==> config.mk <==
export PLATFORM = sky130hd
export DESIGN_NAME = hclk_divider
export DESIGN_NICKNAME = d
export VERILOG_FILES = /design/src/rtl/hclk_divider.sv
export SDC_FILE = /design/constraint.sdc
export NUM_CORES = 1
export LEC_CHECK = 0
export BUFFER_PORTS_ARGS = -buffer_cell sky130_fd_sc_hd__buf_2
export CAP_MARGIN = 25
export CORE_AREA = 5 5 42 44
export CTS_BUF_LIST = sky130_fd_sc_hd__clkbuf_4
export DETAILED_ROUTE_END_ITERATION = 7
export DIE_AREA = 0 0 47 49
export PLACE_DENSITY = 0.35
export SYNTH_ARGS = -nofsm -noshare
export SYNTH_HDL_FRONTEND = slang
export SYNTH_SLANG_ARGS = --single-unit
==> constraint.sdc <==
create_clock -name HCLKIN -period 2.3 [get_ports HCLKIN]
set_input_delay 0.46 -clock HCLKIN [delete_from_list [all_inputs] [get_ports HCLKIN]]
set_output_delay 0.46 -clock HCLKIN [all_outputs]
set_load 0.01 [all_outputs]
==> src/rtl/hclk_divider.sv <==
// hclk_divider: divides HCLKIN by DIV_MODE (2..8) with a phase fixed to reset release.
// Define HCLK_DIVIDER_CALIB_EN to enable the one-cycle phase slip on a CALIB rise.
module hclk_divider #(
  parameter int DIV_MODE = 5
) (
  input  logic HCLKIN,
  input  logic RESETN,
  input  logic CALIB,
  output logic CLKOUT
);

  localparam int              PH_W     = (DIV_MODE > 2) ? $clog2(DIV_MODE) : 1;
  localparam logic [PH_W-1:0] PH_LAST  = PH_W'(DIV_MODE - 1);
  localparam logic [PH_W-1:0] PH_HIGH  = PH_W'(DIV_MODE / 2);
  localparam bit              ODD_MODE = (DIV_MODE % 2) == 1;

  if ((DIV_MODE < 2) || (DIV_MODE > 8)) begin : g_bad_div
    $error("hclk_divider: DIV_MODE %0d is outside the legal range 2..8", DIV_MODE);
  end

  logic [PH_W-1:0] ph_q;
  logic [PH_W-1:0] ph_d;
  logic            p_q;
  logic            p_d;

  function automatic logic [PH_W-1:0] ph_next_f(input logic [PH_W-1:0] ph);
    if (ph == PH_LAST) begin
      ph_next_f = '0;
    end else begin
      ph_next_f = ph + PH_W'(1);
    end
  endfunction

`ifdef HCLK_DIVIDER_CALIB_EN
  logic cd_q;
  logic slip_s;

  // CALIB history; resets high so a CALIB already high at release never slips
  always_ff @(posedge HCLKIN or negedge RESETN) begin
    if (!RESETN) begin
      cd_q <= 1'b1;
    end else begin
      cd_q <= CALIB;
    end
  end

  assign slip_s = CALIB & ~cd_q;

  // Next phase and posedge level; a CALIB rise freezes both for one cycle
  always_comb begin
    ph_d = ph_q;
    p_d  = p_q;
    if (slip_s) begin
      ph_d = ph_q;
      p_d  = p_q;
    end else begin
      ph_d = ph_next_f(ph_q);
      p_d  = (ph_d < PH_HIGH);
    end
  end
`else
  logic calib_unused_s;
  assign calib_unused_s = CALIB;

  // Next phase and posedge level; phase advances every rising edge
  always_comb begin
    ph_d = ph_next_f(ph_q);
    p_d  = (ph_d < PH_HIGH);
  end
`endif

  // Phase counter and posedge register; reset parks the phase so edge 0 lands on ph=0
  always_ff @(posedge HCLKIN or negedge RESETN) begin
    if (!RESETN) begin
      ph_q <= PH_LAST;
      p_q  <= 1'b0;
    end else begin
      ph_q <= ph_d;
      p_q  <= p_d;
    end
  end

  if (ODD_MODE) begin : g_odd
    logic n_q;

    // Half-cycle delayed copy of p; extends the high time by half a fast period
    always_ff @(negedge HCLKIN or negedge RESETN) begin
      if (!RESETN) begin
        n_q <= 1'b0;
      end else begin
        n_q <= p_q;
      end
    end

    assign CLKOUT = p_q | n_q;
  end else begin : g_even
    assign CLKOUT = p_q;
  end

endmodule

==> impl_metrics.tcl <==
set metrics [dict create \
    rsz0062_at_grt "yes" \
    portBuffers 2 \
    antenna_found_initial 0 \
    netlist-cell-type-count 11 \
    synthesis.nets 20 \
    synth_edf_count 0 \
    grt_pass1_vias 140 \
    numCtsBuffers 3 \
    met2_usage 0.0407 \
    yosysMostFrequentCell "dfrtp_1" \
    worst_pin_slew_ns 0.166 \
    ys.flop_type "dfrtp_1" \
    drtAntennaViolNets 0 \
    clockBufferDepth 2 \
    end_kind "primary output" \
    grt-busiest-layer "met4" \
    cp_max_fo 1 \
    cts_tree "built" \
    cts.clk_slew.worst_paths_ns 0.04 \
    drive_above_1_share 0.524 \
    total_leakage_power_nw 0.135 \
    core_mm2 0.00140 \
    grt_start_max_net_pins 6 \
    hold_buffers 0 \
    required_ns 1.84 \
    first_pass_iters 2 \
    hold_viol 0 \
    yosys_warnings 0 \
    synth.area.top_cells "dfrtp_1, dfstp_2, dfrtn_1" \
    holdWs_ns 0.0230 \
    hp-class "in -> async" \
    antenna-diode-count 0 \
    cts.sinks 5 \
    io_pins 4 \
    path_class "reg -> out" \
    cts-root-buf "clkbuf_4" \
    place.gp.congestion 0.656 \
    r2r_slack_ns 0.64 \
    htree_levels 1 \
    vias 120 \
    clk_latency_ns 0.25 \
    outcome "complete, but fails checks" \
    syn-instance-count 15 \
    grt_usage 0.0403 \
    yosys-top-cells-count "dfrtp_1, ha_1, inv_1" \
    initial_utilization 0.146 \
    maxSlewHeadroom 0.889 \
    synth-async-reset-ratio 1.00 \
    die_y_um 49 \
    first_iter_violations 3 \
    power_mw 0.203 \
    ys_ff_latch 5 \
    maxCapViolations 0 \
    num_rows 14 \
    cp-start-kind "register" \
    cpMaxStageDelayCell "dfrtn_1" \
    gr-total-overflow 0 \
    synth_top_cell_area_share 0.368 \
    critPathTopFamily "flip-flops" \
    layout_setup_ws_ns -0.219 \
    drc 0 \
    vdd_drop_max_mv 0.177 \
    drv_slew 0 \
    synth_area_um2 204 \
    pre_cts_slack_ns -0.0338 \
    slowest_delay_ns 0.32 \
    grt_use_met1 0.0313 \
    dieArea_mm2 0.00230 \
    crit_chain "or2_4, buf_6" \
    die_w_um 47 \
    avgSynthCellArea_um2 13.6 \
    finalSetupViolations 1 \
    power.density_mw_per_mm2 745 \
    final_cell_area_um2 273 \
    clock_skew_ns 0.0126 \
    post_drt_wl_per_cell_um 7.92 \
    syn_to_final_growth_pct 33.7 \
    grt_first_pass_wirelength_um 545 \
    cp_num_cells 2 \
    path_buf_inv 1 \
    ys_seq_area_frac 0.620 \
    synth_top_area_cell "dfrtp_1" \
    grt_use_met3 0.0480 \
    cp.arrival_ns 2.06 \
    nets 27 \
    placed_area_um2 234 \
    violations "setup timing" \
    viasPerCell 3.24 \
    routed_wl_um 293 \
    rr_worst_depth 0 \
]
==> per-stage QoR <==
step	std cells	TNS (ns)	utilization
2_1_floorplan	15	0	-
3_3_place_gp	33	-0.0258	0.167
3_5_place_dp	33	-0.0338	0.167
4_1_cts	37	-0.234	0.195
5_1_grt	37	-0.249	0.195
6_report	37	-0.219	0.195
==> cell type report <==
cell class / instances / area, µm²
well taps: 16 / 20.0
flip-flops and latches: 5 / 126
clock buffers: 4 / 30.0
repair buffers: 2 / 16.3
inverters: 2 / 7.51
multi-input cells: 8 / 72.6
fillers: 157 / 1130
==> timing repair <==
| item | 4_1_cts | 5_1_grt |
|---|---|---|
| buffers inserted | 0 | 0 |
| resized for setup | 2 | 0 |
| pin swaps | 1 | 0 |
| cloned | 0 | 0 |
| endpoints found under the setup margin | 1 | 1 |
==> logic make-up after synthesis <==
group           Yosys count  share of synthesized area
compound gates            3                      0.129
fa+ha+maj                 2                      0.123
buf+inv                   2                     0.0368
flops                     5                      0.620
simple gates              3                     0.0920
==> layout by cell type, fill, tap and decap left out, types with 2 or more instances in the layout <==
master / instances
inv_1: 2
clkbuf_4: 4
dfrtp_1: 3
ha_1: 2
==> sequential cells by signal (all words and copies together), names as in the netlist <==
register and cells:
g_odd.n_q 1, p_q 1, ph_q 3
==> power breakdown <==
part | leakage [nW] | switching (mW) | internal, mW
Sequential | 0.0667 | 0 | 0.0885
Clock | 0.0184 | 0.0353 | 0.0773
Combinational | 0.0502 | 0.00150 | 0.000622
==> path summary, 6_finish.rpt <==
path,endpoint,from
max in group asynchronous,g_odd.n_q,RESETN
min,p_q,RESETN
min reg2reg,ph_q[0],ph_q[0]
max reg2reg,g_odd.n_q,p_q
max,CLKOUT,g_odd.n_q
min in group HCLKIN,ph_q[0],ph_q[0]
==> routing by layer <==
layer / vias up / share of wire
li1: 62 / -
met1: 53 / 0.46
met2: 3 / 0.37
met3: 2 / 0.14
met4: 0 / 0.027
met5: - / 0
Power figures use the tool's default switching activity.
